**config.mk**
```make
export PLATFORM = sky130hd
export DESIGN_NAME = sparse_zeroskip_cmap_scheduler
export DESIGN_NICKNAME = d
export VERILOG_FILES = /design/src/rtl/sparse_zeroskip_pkg.sv /design/src/rtl/sparse_zeroskip_pos_finder.sv /design/src/rtl/sparse_zeroskip_cmap_scheduler.sv
export SDC_FILE = /design/constraint.sdc
export NUM_CORES = 1
export LEC_CHECK = 0
export CAP_MARGIN = 40
export CELL_PAD_IN_SITES_DETAIL_PLACEMENT = 0
export CELL_PAD_IN_SITES_GLOBAL_PLACEMENT = 1
export CORE_MARGIN = 2
export CORE_UTILIZATION = 37
export DETAILED_ROUTE_END_ITERATION = 16
export GPL_ROUTABILITY_DRIVEN = 0
export HOLD_SLACK_MARGIN = 0.03
export PLACE_DENSITY = 0.73
export SYNTH_ARGS = -nofsm -noshare
export SYNTH_HDL_FRONTEND = slang
export SYNTH_SLANG_ARGS = --single-unit
```
**constraint.sdc**
```tcl
create_clock -name clk -period 5.3 [get_ports clk]
set_clock_uncertainty 0.05 [all_clocks]
set_input_delay 1.06 -clock clk [delete_from_list [all_inputs] [get_ports clk]]
set_output_delay 1.06 -clock clk [all_outputs]
set_load 0.1 [all_outputs]
```
**src/rtl/sparse_zeroskip_pkg.sv**
```systemverilog
// Shared constants, types and FSM states for the
// structured-sparse zeroskip cmap scheduler.
package sparse_zeroskip_pkg;
    localparam int BIT_NONZERO   = 8;
    localparam int BIT_GROUPSIZE = 16;
    localparam int N             = 8;
    localparam int IDX_W = $clog2(BIT_GROUPSIZE);
    localparam int GID_W = $clog2(N);
    localparam int CNT_W = $clog2(BIT_GROUPSIZE + 1);

    typedef logic [BIT_NONZERO-1:0][IDX_W-1:0] nz_index_t;

    typedef enum logic [1:0] {
        IDLE,
        LOAD,
        ISSUE
    } sched_state_e;
endpackage

```
**src/rtl/sparse_zeroskip_pos_finder.sv**
```systemverilog
// Combinational cmap-to-position converter: cascaded
// lowest-set-bit searches plus a full popcount.
module sparse_zeroskip_pos_finder
    import sparse_zeroskip_pkg::*;
(
    input  logic [BIT_GROUPSIZE-1:0] cmap,
    output nz_index_t                nz,
    output logic [CNT_W-1:0]         popcnt
);
    localparam logic [BIT_GROUPSIZE-1:0] ONE = 1;

    logic [BIT_GROUPSIZE-1:0] rem;

    // Each stage takes the lowest remaining set bit, then clears it
    always_comb begin
        rem = cmap;
        nz  = '0;
        for (int k = 0; k < BIT_NONZERO; k++) begin
            for (int i = BIT_GROUPSIZE - 1; i >= 0; i--) begin
                if (rem[i]) nz[k] = IDX_W'(i);
            end
            rem = rem & (rem - ONE);
        end
    end

    // Count every set bit so over-full cmaps are detected too
    always_comb begin
        popcnt = '0;
        for (int i = 0; i < BIT_GROUPSIZE; i++) begin
            popcnt = popcnt + CNT_W'(cmap[i]);
        end
    end
endmodule

```
**src/rtl/sparse_zeroskip_cmap_scheduler.sv**
```systemverilog
// Accepts one cmap per tile, registers its nonzero positions
// and issues N group index beats over valid/ready.
module sparse_zeroskip_cmap_scheduler
    import sparse_zeroskip_pkg::*;
(
    input  logic                         clk,
    input  logic                         rst_n,
    input  logic                         flush,
    input  logic                         cmap_valid,
    output logic                         cmap_ready,
    input  logic [BIT_GROUPSIZE-1:0]     cmap,
    output logic                         idx_valid,
    input  logic                         idx_ready,
    output logic [BIT_NONZERO*IDX_W-1:0] idx_nz,
    output logic [GID_W-1:0]             idx_group,
    output logic                         idx_last,
    output logic                         idx_err,
    output logic                         err_sticky,
    input  logic                         err_clr,
    output logic                         busy
);
    sched_state_e             state_q;
    sched_state_e             state_d;
    logic [BIT_GROUPSIZE-1:0] cmap_q;
    nz_index_t                idx_q;
    nz_index_t                nz_found;
    logic [CNT_W-1:0]         popcnt;
    logic [GID_W-1:0]         grp_cnt;
    logic                     err_q;
    logic                     err_found;
    logic                     accept;

    sparse_zeroskip_pos_finder u_pos_finder (
        .cmap   (cmap_q),
        .nz     (nz_found),
        .popcnt (popcnt)
    );

    assign err_found = (popcnt != CNT_W'(BIT_NONZERO));
    assign accept    = cmap_valid && cmap_ready;
    assign idx_last  = (grp_cnt == GID_W'(N - 1));
    assign idx_nz    = idx_q;
    assign idx_group = grp_cnt;
    assign idx_err   = err_q;
    assign busy      = (state_q != IDLE);

    // State register
    always_ff @(posedge clk or negedge rst_n) begin
        if (!rst_n) state_q <= IDLE;
        else        state_q <= state_d;
    end

    // Next-state and handshake outputs; flush always returns to IDLE
    always_comb begin
        state_d    = state_q;
        cmap_ready = 1'b0;
        idx_valid  = 1'b0;
        unique case (state_q)
            IDLE: begin
                cmap_ready = !flush;
                if (cmap_valid && !flush) state_d = LOAD;
            end
            LOAD: begin
                state_d = flush ? IDLE : ISSUE;
            end
            ISSUE: begin
                idx_valid = 1'b1;
                if (flush || (idx_ready && idx_last)) state_d = IDLE;
            end
            default: state_d = IDLE;
        endcase
    end

    // Tile datapath: capture cmap, latch positions, count groups
    always_ff @(posedge clk or negedge rst_n) begin
        if (!rst_n) begin
            cmap_q  <= '0;
            idx_q   <= '0;
            err_q   <= 1'b0;
            grp_cnt <= '0;
        end else begin
            if (accept) cmap_q <= cmap;
            if (state_q == LOAD) begin
                idx_q <= nz_found;
                err_q <= err_found;
            end
            if (state_q != ISSUE || flush) begin
                grp_cnt <= '0;
            end else if (idx_ready) begin
                grp_cnt <= idx_last ? '0 : grp_cnt + GID_W'(1);
            end
        end
    end

    // Sticky error; a new error beats a simultaneous clear
    always_ff @(posedge clk or negedge rst_n) begin
        if (!rst_n)                         err_sticky <= 1'b0;
        else if (state_q == LOAD && err_found) err_sticky <= 1'b1;
        else if (err_clr)                   err_sticky <= 1'b0;
    end
endmodule

```
==> metrics, run 1 <==
run status=finished, final reports clean; Syn Area/Cell=7.77 sq um; Root Buffer=clkbuf_16; DR vias=5747; Port Buffers=62; Starting Density=38.0%; worst endpoint required time=5.44 ns; Total Wirelength=17.5 mm; largest net degree at the start of global routing=56; EDFF count, synth=0; CP peak stage delay=0.59 ns; GR peak layer=met2; clock tree buffer depth=2; post_cts resized=0; top-count cell post-synth=nand2_1; Gate Count Post-Synth=679; fin crit share=92.1%; fmax=205 MHz; Async S/R FF share, synth=100%; Cell Area, Synth=5280 sq um; vias in the first global route=5477; Net Count, Synth=722; CP Class=register to register; CTS tree=built; Die Area=15200 sq um; placed cell count=941; highest ir drop seen on vdd=0.273 mV; overall power=0.00470 W; TritonCTS Buffers=5; Comb power frac=78.0%; RSZ-0062 raised after global routing=false; Post-CTS Setup Inserts=0; crit-path max FO=12; Slew HR=52.1%; Hold WS=0.426 ns; Post-synth top cells=93 x nand2_1, 65 x nor2_1, 56 x a21oi_1; die width=123 um; register area share after synthesis=26.1%; first-pass iteration count of the detailed router=8; area of the core=13900 sq um; # nets final=811; Final Instance Count excl. Fillers=949; drt wl/cell=18.5 um; Final Slew Violations=0; Leakage=2.74 nW; post-synthesis cell type count=95; clock share of power=7.3%; P&R area growth vs syn=30.4%; Crit. End Element=register; crit path buf inv count=1; slack of the critical path=0.417 ns; DRC violations left=0; Max Cap Viol=0; Clock Latency Late Sink=0.30 ns; crit path max-delay cell type=or4_1; crit-path leading delay family=simple AND/OR/NAND/NOR gates; Place WS=0.481 ns; Worst Setup Start Kind=register; htree depth=2; R2R setup slack=0.42 ns; # setup viols final=0; share of power burned in registers=14.7%; layout cell share with drive strength beyond 1=13.8%; Synth top area share=26.1%; # rows=43; cell taking the most area after synthesis=dfrtp_1; worst-margin pin slew=0.713 ns; CP cell instances=inv_1 > ha_1 > or3b_1 > or4_1 > and4_4 > o21ai_1 > nand4_1 > o21a_1 > nor2_2 > nor2_1 > a21oi_4 > a21oi_1 > or4b_1 > a22o_1; n_diodes=0; cell-internal power=0.00203 W; cts hold-fix bufs=0; CTS sink cnt=55; Final min period=4.88 ns; HPWL after detailed placement=13.7 mm; gr usage total=24.0%; M2 GR Usage=36.1%; setup tns final=0 ns; Die Ht=123 um; Synth area leaders=dfrtp_1 26%, nand2_1 6.6%, a21oi_1 5.3%, o21ai_0 5.1%, nor2_1 4.6%; M1 GR Usage=36.1%; clock-pin slew on the worst setup and hold paths=0.08 ns; final hold vios=0; IO Pins=63; WP data arrival=5.02 ns; remaining antenna violation count=0; Primary FF master, synth=dfrtp_1; Hold Crit Class=register to register; Warnings, synthesis=0; Via density=6.06; sw power=0.00267 W; GR Util met3=3.37%; initial antenna violation count=0; Switching Fraction=56.8%; drt initial violations=605; total congestion overflow=0; pwr/cell area=683 nW/um^2; Synth Register Bits=55; first-pass GRT wire length=29.0 mm
==> cell type report <==
type | instances | area, sq um
Clock buffer | 6 | 139
Timing Repair Buffer | 114 | 1360
Inverter | 32 | 120
Fill cell | 1357 | 7000
Tap cell | 180 | 225
Sequential cell | 55 | 1380
Clock inverter | 2 | 16.3
Multi-Input combinational cell | 560 | 3640
==> routing by layer <==
layer / vias to the layer above / part of all wire (%)
met5: - / 0
met4: 0 / 1.3
met3: 20 / 6.9
met2: 234 / 44
met1: 2750 / 48
li1: 2743 / -
==> per-stage QoR <==
step                      util (%)  area, sq um
after global routing          49.6         6880
after detailed placement      48.4         6720
final                         49.6         6880
after CTS                     49.6         6880
after floorplan                  -         5280
after global placement        43.5         6040
==> state kept, by name, indices dropped and copies added (netlist names) <==
signal      cells
cmap_q         16
err_sticky      1
idx_err         1
idx_group       3
idx_nz         32
state_q         2
==> worst min-delay path, cell delays in order, from the launching register on <==
cell	delay (ns)
dfrtp_1	0.34
nand2_1	0.04
o21ai_0	0.06
==> final timing paths <==
check | start | endpoint | cells past startpoint
max | cmap_q[0] | idx_nz[27] | 14
min | idx_nz[18] | idx_nz[18] | 2
max reg2reg | cmap_q[0] | idx_nz[27] | 14
min reg2reg | idx_nz[18] | idx_nz[18] | 2
max in group asynchronous | rst_n | idx_nz[25] | 2
min in group asynchronous | rst_n | cmap_q[14] | 2
==> power groups by stage <==
| stage | logic [W] | registers [W] | clock network [W] |
|---|---|---|---|
| global placement | 0.00317 | 0.000692 | 0 |
| CTS | 0.00362 | 0.000691 | 0.000356 |
| floorplan | 0.00162 | 0.00149 | 0 |
| finish | 0.00366 | 0.000691 | 0.000345 |
| detailed placement | 0.00361 | 0.000699 | 0 |
| global route | 0.00394 | 0.000714 | 0.000374 |
==> cells in the final DEF (no fill, tap or decap), types with 4 or more instances in the layout <==
master / count
buf_8: 39
o211ai_1: 6
a31oi_1: 26
ha_1: 10
and2_1: 5
o2111ai_1: 4
clkbuf_16: 5
or4_1: 5
clkdlybuf4s50_1: 61
o31ai_1: 19
a22oi_1: 4
nor3_1: 7
a21boi_0: 4
or3_1: 4
a21oi_1: 56
buf_4: 10
nor2_1: 65
fa_1: 11
inv_1: 32
nand2_1: 93
nand3_1: 17
nand2b_1: 8
dfrtp_1: 55
a21o_1: 7
nand4_1: 6
a211oi_1: 5
o22ai_1: 9
o21ai_1: 14
mux2i_1: 4
o21ai_0: 54
o21a_1: 8
a31o_2: 6
==> cells by family (layout without fill, tap and decap cells) <==
kind of cell	count (synthesis)	count (layout)	share of synthesized area, %
compound gates	287	287	38.5
xor+xnor	4	4	0.664
fa+ha+maj	25	25	7.33
buf+inv	64	154	4.84
flops	55	55	26.1
mux	7	7	1.40
simple gates	237	237	21.2
Note: power is estimated with default switching activity, not from simulation.
==> inputs of run 2 (changes only) <==
CAP_MARGIN = 20   (was 40)
PLACE_DENSITY = 0.71   (was 0.73)
SYNTH_HIERARCHICAL = 1   (was default)
==> metrics, run 2 <==
run status=finished, final reports clean; Syn Area/Cell=8.64 sq um (+11%); total congestion overflow=0 (unchanged); Primary FF master, synth=dfrtp_1; first-pass iteration count of the detailed router=5 (-3); Warnings, synthesis=6 (+6); first-pass GRT wire length=24.5 mm (-16%); setup tns final=0 ns (unchanged); Root Buffer=clkbuf_16; Clock Latency Late Sink=0.31 ns (about the same); # setup viols final=0 (unchanged); Async S/R FF share, synth=100% (unchanged); Port Buffers=62 (unchanged); reg2reg path depth=16 (+2); area of the core=13800 sq um (-0.78%); fmax=198 MHz (-3.1%); crit-path leading delay family=compound AO/OA/AOI/OAI gates; RSZ-0062 raised after global routing=false; register area share after synthesis=26.5% (+0.43 points); crit-path max FO=9 (-3); WHS Path Cells=2 (unchanged); DRC violations left=0 (unchanged); IO Pins=63 (unchanged); Cell Area, Synth=5190 sq um (-1.6%); HPWL after detailed placement=11.5 mm (-15%); Final Slew Violations=0 (unchanged); remaining antenna violation count=0 (unchanged); Synth area leaders=dfrtp_1 27%, mux2_2 8.5%, a21oi_1 5.9%, o21ai_0 4.1%, nor2_1 4.1%; CTS sink cnt=55 (unchanged); WP data arrival=5.24 ns (+0.22 ns); crit path max-delay cell type=dfrtp_1; crit-path most repeated cell=maj3_2; worst-margin pin slew=1.00 ns (+0.288 ns); r2r endpoint=idx_nz[28]; Place WS=0.182 ns (-0.299 ns); drt initial violations=452 (-25%); R2R setup slack=0.26 ns (-0.16 ns); gr usage total=20.7% (-3.3 points); drt wl/cell=17.6 um (-4.8%); clock tree buffer depth=2 (unchanged); slack of the critical path=0.260 ns (-0.157 ns); cell taking the most area after synthesis=dfrtp_1; Final Util=45.5% (-4.1 points); hold path start=idx_err; CTS tree=built; Hold Crit Class=register to register; Total Wirelength=15.0 mm (-15%); die width=122 um (-0.78%); cts hold-fix bufs=0 (unchanged); Gate Count Post-Synth=601 (-11%); CP cell instances=inv_1 > ha_1 > nand2b_1 > a21oi_1 > maj3_2 > nor4_4 > buf_4 > maj3_2 > a211o_2 > and3_2 > a311o_1 > or4_1 > a211oi_1 > o41ai_1 > a31oi_1 > mux2_2; TritonCTS Buffers=5 (unchanged); Net Count, Synth=642 (-11%); Via density=5.87 (-3.1%); Crit. End Element=register; fin crit share=95.1% (+3.0 points); P&R area growth vs syn=20.6%; EDFF count, synth=0 (unchanged); CP Class=register to register; initial antenna violation count=0 (unchanged); # rows=43 (unchanged); top-count cell post-synth=a21oi_1; # nets final=712 (-12%); reg2reg start=cmap_q[0]; vias in the first global route=4728 (-14%); Post-synth top cells=61 x a21oi_1, 56 x nor2_1, 55 x dfrtp_1; Worst setup startpoint=cmap_q[0]; CP peak stage delay=0.52 ns (-0.07 ns); largest net degree at the start of global routing=56 (unchanged); final hold vios=0 (unchanged); Synth top area share=26.5% (+0.43 points); Die Area=15000 sq um (-1.6%); Worst Hold End=idx_err; htree depth=2 (unchanged); post-synthesis cell type count=88 (-7.4%); Die Ht=122 um (-0.78%); Worst Setup Start Kind=register; crit path buf inv count=2 (+1); clock-pin slew on the worst setup and hold paths=0.08 ns (about the same); Final min period=5.04 ns (+0.157 ns); Max Cap Viol=0 (unchanged); n_diodes=0 (unchanged); Synth Register Bits=55 (unchanged); max FFs per register=32 (unchanged); Starting Density=37.7% (-0.32 points); DR vias=5000 (-13%); Slew HR=33.1% (-19 points); most frequent cells in the layout=61 x a21oi_1, 61 x clkdlybuf4s50_1, 55 x nor2_1, 55 x dfrtp_1, 47 x nand2_1; worst endpoint required time=5.50 ns (+0.06 ns); layout cell share with drive strength beyond 1=17.7% (+3.9 points)
## run 2: cell count changes in the layout (fill, tap and decap cells not counted), sizes merged, moves of 4 or more
cell	before	now
mux2	3	48
buf	53	21
o31ai	20	16
a21oi	61	65
maj3	4	10
o21ai	70	51
nand2	93	48
o2111ai	5	1
o21bai	1	5
nor2	68	57
inv	32	27
o22ai	10	5
a31oi	28	19
## run 2: area by class of cell
class / instances / area (sq um)
flip-flops and latches: 55 / 1380
fillers: 1379 / 7510
repair buffers: 82 / 766
clock inverters: 3 / 47.5
well taps: 180 / 225
inverters: 26 / 97.6
multi-input cells: 501 / 3620
clock buffers: 5 / 125
## run 2: worst register-to-register path: cells and delay by family, from the launching register on
family | cells | cell delay [ns]
flops | 1 | 0.52
simple gates | 4 | 1.06
compound gates | 6 | 1.88
buf+inv | 2 | 0.27
fa+ha+maj | 3 | 1.05
mux | 1 | 0.18
## run 2: through the flow
stage | cells | hold slack (ns) | cell area (sq um)
3_5_place_dp | 842 | 0.423 | 6030
2_1_floorplan | 601 | 0.425 | 5190
5_1_grt | 852 | 0.468 | 6260
4_1_cts | 850 | 0.441 | 6210
3_3_place_gp | 842 | 0.418 | 6030
6_report | 852 | 0.433 | 6260
## run 2: logic make-up (layout without fill, tap and decap cells)
family                   count (synthesis)  count (layout)  synth area share (%)
multiplexers                            50              50                  11.5
AND/OR/NAND/NOR                        179             179                  17.2
buffers and inverters                   45             116                  4.46
AO/OA/AOI/OAI                          240             240                  31.9
adder cells (fa/ha/maj)                 29              29                  8.03
XOR/XNOR                                 3               3                 0.506
flip-flops                              55              55                  26.5
## run 2: how the worst max path moves through the flow
stage,cells after the start,end
5_1_grt,15,idx_nz[30]
2_1_floorplan,16,idx_nz[30]
3_3_place_gp,15,idx_nz[30]
6_report,16,idx_nz[28]
3_5_place_dp,15,idx_nz[30]
4_1_cts,15,idx_nz[30]
## run 2: repair_timing
action,4_1_cts,5_1_grt
endpoints found under the setup margin,0,8
setup buffers,0,2
resized for setup,0,9
## run 2: layer usage
layer / vias up / global-route usage, % / part of all wire (%)
met1: 2407 / 30.1 / 49
li1: 2430 / - / -
met2: 151 / 31.7 / 44
met3: 12 / 3.86 / 5.8
met4: 0 / 4.81 / 1.3
met5: - / 0 / 0
Power of run 2 is left out: the tool's default activity adds up to more than one toggle a clock period on the data nets, which glitch-free logic cannot reach.
